==> src/rtl/uart_rx.sv <==
// UART receiver: two-flop input synchroniser, mid-bit sampling FSM, LSB-first reassembly,
// stop-bit check with single-cycle valid / framing-error strobes.
module uart_rx #(
   parameter int CLKS_PER_BIT = 16,
   parameter int DATA_BITS    = 8
) (
   input  logic                 clk,
   input  logic                 rst,
   input  logic                 rx,
   output logic [DATA_BITS-1:0] rx_data,
   output logic                 rx_valid,
   output logic                 frame_err,
   output logic                 busy
);

   localparam int CW = $clog2(CLKS_PER_BIT);
   localparam int BW = (DATA_BITS > 1) ? $clog2(DATA_BITS) : 1;

   localparam logic [2:0] S_IDLE  = 3'd0;
   localparam logic [2:0] S_START = 3'd1;
   localparam logic [2:0] S_DATA  = 3'd2;
   localparam logic [2:0] S_STOP  = 3'd3;
   localparam logic [2:0] S_WAIT  = 3'd4;

   localparam logic [CW-1:0] CNT_MID  = CW'(CLKS_PER_BIT / 2 - 1);
   localparam logic [CW-1:0] CNT_LAST = CW'(CLKS_PER_BIT - 1);
   localparam logic [BW-1:0] IDX_LAST = BW'(DATA_BITS - 1);

   logic                 r_sync1;
   logic                 r_sync2;
   logic [2:0]           r_state;
   logic [CW-1:0]        r_clk_cnt;
   logic [BW-1:0]        r_bit_idx;
   logic [DATA_BITS-1:0] r_shift;
   logic [DATA_BITS-1:0] r_data;
   logic                 r_valid;
   logic                 r_ferr;
   logic                 r_busy;

   logic                 w_rx_s;
   logic [DATA_BITS:0]   w_cat;
   logic                 w_cnt_last;

   assign w_rx_s     = r_sync2;
   // New bit enters at the MSB so that after DATA_BITS shifts bit 0 sits at the LSB.
   assign w_cat      = {w_rx_s, r_shift};
   assign w_cnt_last = (r_clk_cnt == CNT_LAST);

   always_ff @(posedge clk) begin
      if (rst) begin
         r_sync1 <= 1'b1;
         r_sync2 <= 1'b1;
      end else begin
         r_sync1 <= rx;
         r_sync2 <= r_sync1;
      end
   end

   always_ff @(posedge clk) begin
      if (rst) begin
         r_state   <= S_IDLE;
         r_clk_cnt <= '0;
         r_bit_idx <= '0;
         r_shift   <= '0;
         r_data    <= '0;
         r_valid   <= 1'b0;
         r_ferr    <= 1'b0;
         r_busy    <= 1'b0;
      end else begin
         r_valid <= 1'b0;
         r_ferr  <= 1'b0;
         case (r_state)
            S_IDLE: begin
               if (!w_rx_s) begin
                  r_state   <= S_START;
                  r_clk_cnt <= '0;
                  r_busy    <= 1'b1;
               end
            end
            S_START: begin
               if (r_clk_cnt == CNT_MID) begin
                  r_clk_cnt <= '0;
                  if (!w_rx_s) begin
                     r_state   <= S_DATA;
                     r_bit_idx <= '0;
                  end else begin
                     r_state <= S_IDLE;
                     r_busy  <= 1'b0;
                  end
               end else begin
                  r_clk_cnt <= r_clk_cnt + CW'(1);
               end
            end
            S_DATA: begin
               if (w_cnt_last) begin
                  r_clk_cnt <= '0;
                  r_shift   <= w_cat[DATA_BITS:1];
                  if (r_bit_idx == IDX_LAST) begin
                     r_state <= S_STOP;
                  end else begin
                     r_bit_idx <= r_bit_idx + BW'(1);
                  end
               end else begin
                  r_clk_cnt <= r_clk_cnt + CW'(1);
               end
            end
            // IDLE is re-entered at mid-stop so a following start edge is never missed.
            S_STOP: begin
               if (w_cnt_last) begin
                  r_clk_cnt <= '0;
                  if (w_rx_s) begin
                     r_data  <= r_shift;
                     r_valid <= 1'b1;
                     r_state <= S_IDLE;
                     r_busy  <= 1'b0;
                  end else begin
                     r_ferr  <= 1'b1;
                     r_state <= S_WAIT;
                  end
               end else begin
                  r_clk_cnt <= r_clk_cnt + CW'(1);
               end
            end
            S_WAIT: begin
               if (w_rx_s) begin
                  r_state <= S_IDLE;
                  r_busy  <= 1'b0;
               end
            end
            default: begin
               r_state   <= S_IDLE;
               r_clk_cnt <= '0;
               r_busy    <= 1'b0;
            end
         endcase
      end
   end

   assign rx_data   = r_data;
   assign rx_valid  = r_valid;
   assign frame_err = r_ferr;
   assign busy      = r_busy;

endmodule

==> config.mk <==
export PLATFORM = sky130hd
export DESIGN_NAME = uart_rx
export DESIGN_NICKNAME = d
export VERILOG_FILES = /design/src/rtl/uart_rx.sv
export SDC_FILE = /design/constraint.sdc
export NUM_CORES = 1
export LEC_CHECK = 0
export CAP_MARGIN = 20
export CORE_UTILIZATION = 50
export CTS_CLUSTER_DIAMETER = 40
export DETAILED_ROUTE_END_ITERATION = 6
export PLACE_DENSITY = 0.71
export SLEW_MARGIN = 20
export SYNTH_ARGS = -nofsm -noshare
export SYNTH_HDL_FRONTEND = slang
export SYNTH_SLANG_ARGS = --single-unit
==> constraint.sdc <==
create_clock -name clk -period 3.6 [get_ports clk]
set_input_delay 1.08 -clock clk [delete_from_list [all_inputs] [get_ports clk]]
set_output_delay 1.08 -clock clk [all_outputs]
set_load 0.02 [all_outputs]
Yosys cells after proc, flatten, opt, wreduce, memory -nomap -nowiden
Cells that the tools add are included.
{ "totals": {"ff_bits": 31, "input_bits": 3, "wordCells": 66} }
{ "classes": {"n_addsub": 2, "eq_ne": 15, "muxes": 25, "bitwise_logic": 4, "reduce_logical": 10} }
{ "ops": {"columns": ["op", "count"], "rows": [
  ["3-bit 2-to-1 mux", 11],
  ["2-bit != test (second input constant)", 8],
  ["4-bit one-hot mux with 4 select lines", 1],
  ["3-bit one-hot mux with 5 select lines", 1],
  ["4-bit 2-to-1 mux", 3],
  ["3-bit by 2-bit == test with 1-bit output (second input constant)", 2],
  ["3-bit == test (second input constant)", 2],
  ["1-bit 2-to-1 mux", 6],
  ["3-bit one-hot mux with 2 select lines", 1],
  ["6-bit AND reduction", 1],
  ["1-bit one-hot mux with 5 select lines", 1],
  ["5-bit AND reduction", 1],
  ["4-bit by 1-bit adder with 4-bit output (second input constant)", 1],
  ["4-bit by 3-bit == test with 1-bit output (second input constant)", 1],
  ["4-bit == test (second input constant)", 1],
  ["1-bit NOT", 4],
  ["2-bit AND reduction", 2],
  ["4-bit AND reduction", 1],
  ["3-bit by 1-bit adder with 3-bit output (second input constant)", 1],
  ["3-bit by 1-bit == test with 1-bit output (second input constant)", 1],
  ["3-bit logical NOT", 1],
  ["3-bit AND reduction", 1],
  ["3-bit OR reduction", 1],
  ["2-bit 2-to-1 mux", 1],
  ["2 further kinds", 2]
]} }

Depth between registers and ports, before layout
{ "depth": {"word_depth": 4, "mapped_depth": 6, "mapped_depth_nobuf": 5} }

Worst setup path before layout
OpenSTA, ideal clock, no wires.
{ "synth_timing": {"path_kind": "input-to-reg", "start": "input rst", "end": "register r_clk_cnt[1]", "setup_time_ns": 0.128, "arrival_time_ns": 1.676, "setup_slack_ns": 1.797, "stages": 3, "n_path_buf": 2, "path_cell_list": "clkbuf_1 clkbuf_1 nor2_1"} }
{ "synth_lines": {"columns": ["item", "line_no", "text"], "rows": [
  ["from (decl)", "8", "input logic rst,"],
  ["to (signal assigned)", "91", "r_clk_cnt <= r_clk_cnt + CW'(1);"],
  ["to (signal assigned)", "104", "r_clk_cnt <= r_clk_cnt + CW'(1);"],
  ["to (signal assigned)", "121", "r_clk_cnt <= r_clk_cnt + CW'(1);"],
  ["to (decl)", "32", "logic [CW-1:0] r_clk_cnt;"]
]} }
No word-level cell between the ends.

Worst setup path after layout
{ "layout_timing": {"start": "register r_data[7], in the netlist rx_data[7]", "end": "output rx_data[7]"} }
{ "layout_lines": {"columns": ["item", "line_no", "text"], "rows": [
  ["from (decl)", "35", "logic [DATA_BITS-1:0] r_data;"],
  ["from (signal assigned)", "112", "r_data <= r_shift;"],
  ["to (decl)", "10", "output logic [DATA_BITS-1:0] rx_data,"]
]} }
No word-level cell between the ends.

==> impl_metrics.yaml <==
outcome:
  status: "complete, no violations"
setup_path:
  crit_buf_inv: 1
  path_max_fanout: 2
  critPathSlowestCell: "clkdlybuf4s50_1"
  arrival_ns: 1.31
  required_ns: 2.52
  crit_family: "buffers and inverters"
  critPathLaunchType: "flop"
  crit_type: "flop to output port"
  path_cells: "clkdlybuf4s50_1"
  r2r-start: "r_state[0]$_SDFFE_PP0P_"
  r2r_slack_ns: 1.60
  slowest_delay_ns: 0.61
  worst_r2r_path_depth: 3
  worst_setup_path_end_kind: "output port"
  r2r_end: "r_state[0]$_SDFFE_PP0P_"
finish:
  fin_util: 0.5897
  nets: 172
  drive_gt1_frac: 0.1078
  diodes: 0
  stdcell_count: 198
  area_delta_synth_final_pct: 10.63
synth:
  ys_seq_elements: 31
  synth_area_um2: 1483
  yosysUniqueCellTypes: 41
  yosys_warnings: 0
  synth_largest_area_cell: "dfxtp_1"
  netlist_instances: 164
  yosysTopAreaCellShare: 0.4186
  async_reset_ff_frac: 0
  synth_nets: 170
  synth_edf_count: 0
  syn_avg_cell_area_um2: 9.041
  ys.flop_type: "dfxtp_1"
  synth.area.top_cells: "dfxtp_1 (42%), o31ai_1 (8.6%), nand4_1 (6.8%)"
  seq_area_frac_synth: 0.4186
routing:
  dr_total_vias: 1306
  vias_per_cell: 6.596
  totalWireLength_mm: 3.234
  drc: 0
  first_pass_iters: 4
  wl_per_cell_um: 16.33
  postRouteAntennaNets: 0
  drtIter0Drc: 90
clock_tree:
  clock_sinks: 31
  ctsResizeCount: 0
  post_cts_buffers: 0
  hold_buffers: 0
  cts_tree: "built"
  htree_levels: 2
  root_buffer: "clkbuf_4"
  clock_latency_ns: 0.35
  clock_path_buffers: 2
  cts_made_buffers: 5
  clk_pin_slew_ns: 0.11
sta:
  worst_pin_slew_ns: 0.7738
  drv_slew: 0
  rsz0062_at_grt: "false"
  hold_violations: 0
  setup_viol: 0
  slew_headroom: 0.4825
  max_freq_mhz: 418.8
  fin_crit_ns: 2.388
  post-route-period-util: 0.6633
  fin_tns_setup_ns: 0
  final.setup_skew_ns: 0.01153
place:
  dp_hpwl_mm: 2.054
  port_buffers: 13
  placed_cells_incl_taps: 190
  gp_congestion: 0.7678
worst_hold_path:
  hold_start: "r_sync1$_SDFF_PP1_"
  worstHoldEndpoint: "r_sync2$_SDFF_PP1_"
  worstHoldPathCells: 1
  hold_class: "flop to flop"
global_routing:
  grt_pass1_wl_mm: 5.589
  grt_max_degree: 25
  antenna_found_initial: 0
  grt-ovfl-total: 0
  first_global_vias: 1169
  grt_usage: 0.2258
die:
  die_w_um: 56.46
  die_h_um: 56.46
  rows: 19
  ioPinCount: 14
  dieArea_um2: 3187
  initial_core_util: 0.5331
  core-area_um2: 2781
power:
  p_per_area_nw_per_um2: 376.6
  ir_worst_vdd_mv: 0.3414
  fin_total_pwr_uw: 617.7
  leakagePower_nw: 0.5114
flow_run:
  cap_violations: 0
## worst max path at each step
stage,startpoint,endpoint,slack [ns],cells past startpoint
floorplan,rst,r_clk_cnt[1]$_SDFFE_PP0P_,1.80,3
global placement,rst,r_bit_idx[1]$_SDFFE_PP0P_,1.0,3
detailed placement,rst,r_bit_idx[0]$_SDFFE_PP0P_,0.91,3
CTS,rx_data[1]$_SDFFE_PP0P_,rx_data[1],1.21,1
global route,rx_data[1]$_SDFFE_PP0P_,rx_data[1],1.16,1
finish,rx_data[7]$_SDFFE_PP0P_,rx_data[7],1.21,1
## cell families (layout without fill, tap and decap cells)
family,after synthesis,in the layout,share of synthesized area
xor+xnor,2,2,0.01182
flops,31,31,0.4186
simple gates,48,48,0.2076
fa+ha+maj,3,3,0.02532
buf+inv,25,28,0.07848
compound gates,55,55,0.2582
## report_power, final
group / leakage [nW] / switching (mW) / internal [mW]
combinational: 0.223 / 0.0165 / 0.00993
sequential: 0.250 / 0.00615 / 0.346
clock: 0.0375 / 0.125 / 0.114
total: 0.511 / 0.148 / 0.470
## metal layers
metal | wire [um] | GRT usage | up-vias
li1 | - | - | 635
met1 | 1544 | 0.3130 | 628
met2 | 1462 | 0.3345 | 37
met3 | 176 | 0.06912 | 6
met4 | 51 | 0.07317 | 0
met5 | 0 | 0 | -
## synthesized netlist by cell type (2+ instances only)
| master | number |
|---|---|
| ha_1 | 3 |
| nand2b_1 | 4 |
| o31ai_1 | 17 |
| a21oi_1 | 19 |
| nand4_1 | 16 |
| xor2_1 | 2 |
| a32oi_1 | 2 |
| or4_1 | 2 |
| nor2_1 | 4 |
| o2111ai_1 | 2 |
| nand2_1 | 3 |
| o211ai_1 | 3 |
| buf_2 | 9 |
| dfxtp_1 | 31 |
| nand3_1 | 3 |
| clkbuf_1 | 7 |
| inv_1 | 6 |
| nor3_1 | 2 |
| and3_1 | 2 |
| or2_2 | 3 |
| o2bb2ai_1 | 3 |
| a31oi_1 | 2 |
## state kept, by name, indices dropped and copies added, names as in the netlist
signal	cells
r_state	3
r_clk_cnt	4
rx_valid	1
frame_err	1
r_sync2	1
busy	1
r_sync1	1
rx_data	8
r_shift	8
r_bit_idx	3
## through the flow
step | worst slack (ns) | hold WS, ns | cell area [um^2]
floorplan | 1.797 | 0.3895 | 1483
global placement | 0.9968 | 0.3953 | 1565
detailed placement | 0.9086 | 0.3984 | 1565
CTS | 1.205 | 0.4254 | 1638
global route | 1.161 | 0.4355 | 1640
finish | 1.212 | 0.4198 | 1640
## final cells by class
type                       instances  area (um^2)
clock buffer                       7        65.06
clock inverter                     1        7.507
fill                             242         1141
inverter                           6        22.52
multi-input combinational        108        748.2
sequential                        31        620.6
tap                               31        38.79
timing repair buffer              14        137.6
## layout by cell type (no fill, tap or decap), types with 3 or more instances in the layout
cell type / n
dfxtp_1: 31
a21oi_1: 19
o31ai_1: 17
nand4_1: 16
clkdlybuf4s50_1: 13
inv_1: 6
clkbuf_4: 5
nand2b_1: 4
nor2_1: 4
nand2_1: 3
or2_2: 3
nand3_1: 3
o211ai_1: 3
o2bb2ai_1: 3
ha_1: 3
Power figures use the tool's default switching activity.
